`src/rtl/seq_mode_alu.sv`:
```
// Clocked multi-mode ALU: add, iterative shift-add multiply, logical right shift, all-ones.
// Single-cycle modes write y at the accept edge; multiply takes WIDTH edges.
module seq_mode_alu #(
    parameter int WIDTH = 4,
    parameter int SHW   = $clog2(WIDTH)
) (
    input  logic                 clk,
    input  logic                 rst,
    input  logic                 start,
    input  logic [WIDTH-1:0]     a,
    input  logic [WIDTH-1:0]     b,
    input  logic [1:0]           mode,
    output logic [2*WIDTH-1:0]   y,
    output logic                 busy,
    output logic                 done,
    output logic                 zero
);

    localparam int W2 = 2 * WIDTH;
    localparam logic [SHW-1:0] CNT_LAST = SHW'(WIDTH - 1);

    typedef enum logic {IDLE, MUL} state_t;

    state_t          state;
    logic [W2-1:0]   acc;
    logic [W2-1:0]   mcand;
    logic [WIDTH-1:0] mplier;
    logic [SHW-1:0]  cnt;
    logic [W2-1:0]   acc_step;
    logic [W2-1:0]   res;

    always_comb begin
        acc_step = acc + (mplier[0] ? mcand : '0);
    end

    always_comb begin
        res = '0;
        case (mode)
            2'b00:   res = W2'(a) + W2'(b);
            2'b10:   res = W2'(a >> b[SHW-1:0]);
            2'b11:   res = '1;
            default: res = '0;
        endcase
    end

    always_ff @(posedge clk) begin
        if (rst) begin
            state  <= IDLE;
            y      <= '0;
            busy   <= 1'b0;
            done   <= 1'b0;
            zero   <= 1'b0;
            acc    <= '0;
            mcand  <= '0;
            mplier <= '0;
            cnt    <= '0;
        end else begin
            done <= 1'b0;
            case (state)
                IDLE: begin
                    if (start) begin
                        if (mode == 2'b01) begin
                            state  <= MUL;
                            busy   <= 1'b1;
                            acc    <= '0;
                            mcand  <= W2'(a);
                            mplier <= b;
                            cnt    <= '0;
                        end else begin
                            y    <= res;
                            zero <= (res == '0);
                            done <= 1'b1;
                        end
                    end
                end
                MUL: begin
                    // Accumulator stays internal; only the final sum reaches y.
                    acc    <= acc_step;
                    mcand  <= mcand << 1;
                    mplier <= mplier >> 1;
                    cnt    <= cnt + SHW'(1);
                    if (cnt == CNT_LAST) begin
                        y     <= acc_step;
                        zero  <= (acc_step == '0);
                        done  <= 1'b1;
                        busy  <= 1'b0;
                        state <= IDLE;
                    end
                end
                default: state <= IDLE;
            endcase
        end
    end

endmodule

```
`config.mk`:
```
export PLATFORM = sky130hd
export DESIGN_NAME = seq_mode_alu
export DESIGN_NICKNAME = d
export VERILOG_FILES = /design/src/rtl/seq_mode_alu.sv
export SDC_FILE = /design/constraint.sdc
export NUM_CORES = 1
export LEC_CHECK = 0
export CORE_UTILIZATION = 35
export CTS_CLUSTER_DIAMETER = 100
export DETAILED_ROUTE_END_ITERATION = 8
export GPL_TIMING_DRIVEN = 0
export PLACE_DENSITY = 0.57
export SLEW_MARGIN = 20
export SYNTH_ARGS = -nofsm -noshare
export SYNTH_HDL_FRONTEND = slang
export SYNTH_SLANG_ARGS = --single-unit
```
`constraint.sdc`:
```
create_clock -name clk -period 2.7 [get_ports clk]
set_clock_uncertainty 0.2 [all_clocks]
set_input_delay 0.27 -clock clk [delete_from_list [all_inputs] [get_ports clk]]
set_output_delay 0.27 -clock clk [all_outputs]
set_load 0.005 [all_outputs]
```
# [Word level (Yosys, flattened, before mapping)]
# Index checks and enable logic that the tools add are counted.
[totals] regBits=34 output_inout_bits=11 word_cells=62
[op_classes] add_sub_neg=3 n_eq_ne=8 shift=1 n_mux=34 bitwise_logic=1 n_reduce_logical=6
[op_table] cell="$mux 8" n=8
[op_table] cell="$pmux 8 s2" n=3
[op_table] cell="$pmux 8 s3" n=1
[op_table] cell="$logic_not 8->1" n=2
[op_table] cell="$mux 1" n=12
[op_table] cell="$add 8x8->8" n=1
[op_table] cell="$mux 4" n=2
[op_table] cell="$pmux 1 s2" n=4
[op_table] cell="$pmux 4 s2" n=1
[op_table] cell="$shr 4x2->8" n=1
[op_table] cell="$eq 2x2->1 const B" n=3
[op_table] cell="$ne 2x2->1 const B" n=3
[op_table] cell="$reduce_and 3->1" n=2
[op_table] cell="$add 4x4->5" n=1
[op_table] cell="$mux 2" n=2
[op_table] cell="$pmux 2 s2" n=1
[op_table] cell="$add 2x1->2 const B" n=1
[op_table] cell="$eq 2x1->1 const B" n=1
[op_table] cell="$logic_not 2->1" n=1
[op_table] cell="$ne 2x1->1 const B" n=1
[op_table] cell="$reduce_and 2->1" n=1
[op_table] cell="$not 1->1" n=1

# [Longest topological paths before layout]
[logic_depth] ltp_word=6 depth_mapped=9

# [Worst setup path before layout]
# No wires, ideal clock.
[synth_timing] kind="flip-flop to flip-flop" start="reg mplier[0]" end="reg y[6]" setup_time_ps=86 t_arrival_ps=1954 required_time_ps=2414 slack_ps=460 path_stages_with_launch=10 path_buffers=0 period_less_slack_ps=2240 cell_sequence="dfxtp_1 > and2_1 > ha_1 > fa_1 > a211oi_2 > o21bai_1 > a21oi_2 > xnor2_1 > nand2_1 > a211oi_1"
[synth_via] elab_chain_len=4
[synth_rtl] item="start: declaration" line="27" text="logic [WIDTH-1:0] mplier;"
[synth_rtl] item="start signal: assignment" line="80" text="mplier <= mplier >> 1;"
[synth_rtl] item="$mux 8" line="33" text="acc_step = acc + (mplier[0] ? mcand : '0);"
[synth_rtl] item="$add 8x8->8" line="33"
[synth_rtl] item="$mux 8" line="82" text="if (cnt == CNT_LAST) begin"
[synth_rtl] item="$pmux 8 s2" line="59" text="case (state)"
[synth_rtl] item="end signal: assignment" line="70" text="y <= res;"
[synth_rtl] item="end signal: assignment" line="83" text="y <= acc_step;"
[synth_rtl] item="end: declaration" line="13" text="output logic [2*WIDTH-1:0] y,"
# No other way between the ends. The select of a mux whose other input is x is not followed.
# A chain may end at the register's enable or synchronous reset.

# [Worst setup path in the final report]
[layout_timing] start="in b[1]" end="reg zero"
[layout_via] elab_chain_len=6
[layout_rtl] item="start: declaration" line="11" text="input logic [WIDTH-1:0] b,"
[layout_rtl] item="$add 4x4->5 / $shr 4x2->8 (equally long branches)" line="39, 40"
[layout_rtl] item="$pmux 8 s3 *" line="38" text="case (mode)"
[layout_rtl] item="$logic_not 8->1 *" line="71" text="zero <= (res == '0);"
[layout_rtl] item="$mux 1 *" line="62" text="if (mode == 2'b01) begin"
[layout_rtl] item="$mux 1 *" line="61" text="if (start) begin"
[layout_rtl] item="$pmux 1 s2 *" line="59"
[layout_rtl] item="end signal: assignment" line="71"
[layout_rtl] item="end signal: assignment" line="84" text="zero <= (acc_step == '0);"
[layout_rtl] item="end: declaration" line="16" text="output logic zero"
# Every way passes the cells marked *; elsewhere a longest branch is shown, timed or not. The select of a mux whose other input is x is not followed.

==> run_results.csv <==
group,metric,value,unit
status,run_status,"complete, no violations",
worst_setup_path,timing.critical_path.to_type,"register",
clock_tree,clk_root_buffer_cell,"sky130_fd_sc_hd__clkbuf_8",
routing,drt_pass1_iterations,4,
routing,ant_nets,0,
timing,grt_setup_unrepaired,"no",
final_layout,share_of_post_route_cells_with_drive_strength_above_1,10.04,%
place,place_area,2332,µm²
clock_tree,cts-hold-fix-buffers,0,
logic_synthesis,synthDistinctLibCells,46,
final_layout,final-instance-count-excl-fill,341,
routing,routed-via-count,1758,
timing,timing.max_slew.rel_slack,54.74,%
global_routing,antenna_found_initial,0,
worst_setup_path,worst_ep_required_time,2.69,ns
die,initial_util,36.50,%
place,dp_cells,333,
die,dieHeight,78.01,µm
global_routing,grt-ovfl-total,0,
global_routing,grtUsageMet1,23.96,%
logic_synthesis,register_area_share_after_synthesis,33.66,%
final_layout,post-route-cell-area,2435,µm²
global_routing,grt.met3_usage,3.647,%
global_routing,first_global_vias,1701,
timing,final_max_slew_viol_count,0,
clock_tree,tritoncts,"done",
timing,fmaxAchievable,402.0,MHz
hold_path,min-delay-path-class,"input port to register",
logic_synthesis,synth-edff-count,0,
final_layout,nets,295,
global_routing,maximum_number_of_pins_on_one_net_before_global_route_repair,11,
clock_tree,tritoncts.num_buffers,5,
logic_synthesis,synth_area_per_cell,8.460,µm²
worst_setup_path,timing.critical_path.buf_inv,1,
worst_setup_path,crit_family,"buffers and inverters",
place,gp_routability_congestion,0.7862,
clock_tree,clkSlewWorstSetupHoldPaths,0.07,ns
worst_setup_path,setup.worst_path.class,"input port to register",
final_layout,diodes,0,
final_layout,areaGrowthSynthToFinish,20.42,%
place,place.port_buffers,22,
final_layout,nFillCells,577,
global_routing,global_route_wire_length_before_repair,8211,µm
pwr,ir_worst_vdd,0.3433,mV
routing,viasPerCell,5.155,
routing,dr.first_iter.drc_count,93,
worst_setup_path,setup.worst_path.start,"b[1]",
pwr,fin_total_pwr,1097,µW
hold_path,worstHoldStart,"rst",
worst_setup_path,crit_path_max_fanout,8,
pwr,static-leakage-power,0.001005,µW
die,die_area,6085,µm²
logic_synthesis,postSynthNetCount,266,
clock_tree,cts.sinks,34,
final_layout,commonest_cells_after_routing_fill_and_taps_aside,"34 x sky130_fd_sc_hd__nor2_1, 34 x sky130_fd_sc_hd__dfxtp_1, 31 x sky130_fd_sc_hd__a21oi_1",
clock_tree,clkLatencyLatePin,0.28,ns
clock_tree,cts_buffer_depth,2,
logic_synthesis,synth_flop_type,"sky130_fd_sc_hd__dfxtp_1",
timing,crit_share_post_route,92.13,%
logic_synthesis,synth.ff_latch_count,34,
global_routing,grtUsageMet2,26.73,%
timing,worst_pin_slew,0.6789,ns
clock_tree,cts.htree.levels,2,
logic_synthesis,netlist_instances,239,
timing,timing.final.setup_violations,0,
die,io-pin-count,24,
timing,finalWorstPathRequiredPeriod,2.488,ns
worst_setup_path,cpPeakStageDelay,0.71,ns
worst_setup_path,crit_slowest_cell,"sky130_fd_sc_hd__clkdlybuf4s50_1",
place,detailedPlacementHpwl,3668,µm
routing,wl,4770,µm
pwr,power-per-cell-area,450.5,nW/µm²
routing,wire_per_inst,13.99,µm
die,die-width,78.01,µm
global_routing,grt_use_total,17.43,%
job,max_cap_violations,0,
routing,post-route-drc-count,0,
die,std_cell_rows,27,
die,fp.coreArea,5540,µm²
timing,hold_viol_final,0,
logic_synthesis,ys_async_sr_fraction,0,%
worst_setup_path,regToRegStartpoint,"mplier[0]",
global_routing,globalRoute.busiestLayer,"met2",
worst_setup_path,cp_data_arrival_time,2.47,ns
logic_synthesis,netlist_area,2022,µm²
worst_setup_path,cell_chain_critical_path,"clkdlybuf4s50_1 > fa_1 > nor2b_1 > o32a_1 > nor4b_1 > a31oi_1 > o41ai_2",
worst_setup_path,worstSetupStartpointType,"input port",
logic_synthesis,ys_warn_count,0,
[synthesized netlist by cell type (2+ instances only)]
master	number	share of area, %
sky130_fd_sc_hd__xnor2_1	4	1.7
sky130_fd_sc_hd__o21ai_1	4	0.99
sky130_fd_sc_hd__ha_1	12	7.4
sky130_fd_sc_hd__a21o_1	3	1.1
sky130_fd_sc_hd__nand3_1	6	1.5
sky130_fd_sc_hd__nor2_1	34	6.3
sky130_fd_sc_hd__a31oi_1	2	0.62
sky130_fd_sc_hd__and3_1	6	1.9
sky130_fd_sc_hd__nor3b_1	2	0.74
sky130_fd_sc_hd__a21oi_2	3	1.3
sky130_fd_sc_hd__buf_2	3	0.74
sky130_fd_sc_hd__nand2b_1	2	0.62
sky130_fd_sc_hd__buf_1	2	0.37
sky130_fd_sc_hd__fa_1	2	2.0
sky130_fd_sc_hd__a21oi_1	32	7.9
sky130_fd_sc_hd__nor3_1	4	0.99
sky130_fd_sc_hd__a211oi_1	3	1.1
sky130_fd_sc_hd__or2_1	2	0.62
sky130_fd_sc_hd__xor2_1	3	1.3
sky130_fd_sc_hd__dfxtp_1	34	34
sky130_fd_sc_hd__mux2i_1	10	5.0
sky130_fd_sc_hd__nand2_1	17	3.2
sky130_fd_sc_hd__and2_1	7	2.2
sky130_fd_sc_hd__o21a_1	3	1.1
sky130_fd_sc_hd__a211oi_2	3	1.9
sky130_fd_sc_hd__o21ai_0	7	1.7
sky130_fd_sc_hd__inv_1	3	0.56
sky130_fd_sc_hd__clkbuf_1	6	1.1
sky130_fd_sc_hd__o21bai_1	3	1.1
[layer usage]
layer | up-vias | part of all wire (%)
met5 | - | 0
met4 | 0 | 1.9
met3 | 11 | 3.5
met2 | 36 | 42
met1 | 809 | 53
li1 | 902 | -
[path summary, 6_finish.rpt]
path | endpoint | slack [ns] | depth (start not counted)
max | zero | 0.21 | 7
min | y[5] | 0.15 | 2
max reg2reg | y[6] | 0.22 | 9
min reg2reg | y[2] | 0.25 | 2
[logic make-up (layout without fill, tap and decap cells)]
logic type | Yosys count | count (layout) | share of synthesized area, %
compound gates | 71 | 71 | 23.21
xor+xnor | 8 | 8 | 3.837
fa+ha+maj | 14 | 14 | 9.406
buf+inv | 15 | 45 | 3.341
flops | 34 | 34 | 33.66
mux | 11 | 11 | 6.064
simple gates | 86 | 86 | 20.48
[state kept, by name, summed over array words and instances, names as in the netlist]
| signal | flops |
|---|---|
| done | 1 |
| mplier | 4 |
| zero | 1 |
| acc | 8 |
| cnt | 2 |
| busy | 1 |
| y | 8 |
| mcand | 8 |
| state | 1 |
[layout make-up]
type                    count  area (µm²)  share of cell area (%)
clock inverters             1       5.005                  0.2055
repair buffers             22       220.2                   9.044
plain buffers              12       56.30                   2.312
clock buffers               7       86.33                   3.546
well taps                  72       90.09                   3.700
flip-flops and latches     34       680.7                   27.95
inverters                   3       11.26                  0.4625
multi-input cells         190        1285                   52.77
[metrics by stage]
| step | worst slack, ns | util (%) | TNS [ns] | hold WS, ns |
|---|---|---|---|---|
| 2_1_floorplan | 0.4604 | - | 0 | 0.2406 |
| 3_3_place_gp | -0.003454 | 42.10 | -0.003454 | 0.2407 |
| 3_5_place_dp | -0.01837 | 42.10 | -0.01837 | 0.2474 |
| 4_1_cts | 0.1260 | 43.74 | 0 | 0.1445 |
| 5_1_grt | 0.07088 | 43.95 | 0 | 0.1701 |
| 6_report | 0.2124 | 43.95 | 0 | 0.1502 |
[power breakdown]
group          leakage, µW  internal [µW]  total [µW]  switching [µW]
logic             0.000680           86.8         183            95.9
registers         0.000276            519         530            10.3
clock network    0.0000482            206         384             179
[worst reg2reg max path, cell delays in order (launching register included)]
cell and delay [ns]:
sky130_fd_sc_hd__dfxtp_1 0.37, sky130_fd_sc_hd__and2_1 0.16, sky130_fd_sc_hd__ha_1 0.22, sky130_fd_sc_hd__fa_1 0.47
sky130_fd_sc_hd__a211oi_2 0.21, sky130_fd_sc_hd__o21bai_1 0.11, sky130_fd_sc_hd__a21oi_2 0.15, sky130_fd_sc_hd__xnor2_1 0.18
sky130_fd_sc_hd__nand2_1 0.12, sky130_fd_sc_hd__a211oi_1 0.19
[repair_timing]
item                       in CTS  in global routing
resized for setup               0                  2
setup endpoints to repair       0                  2
buffers inserted                0                  0
Note: power is estimated with default switching activity, not from simulation.
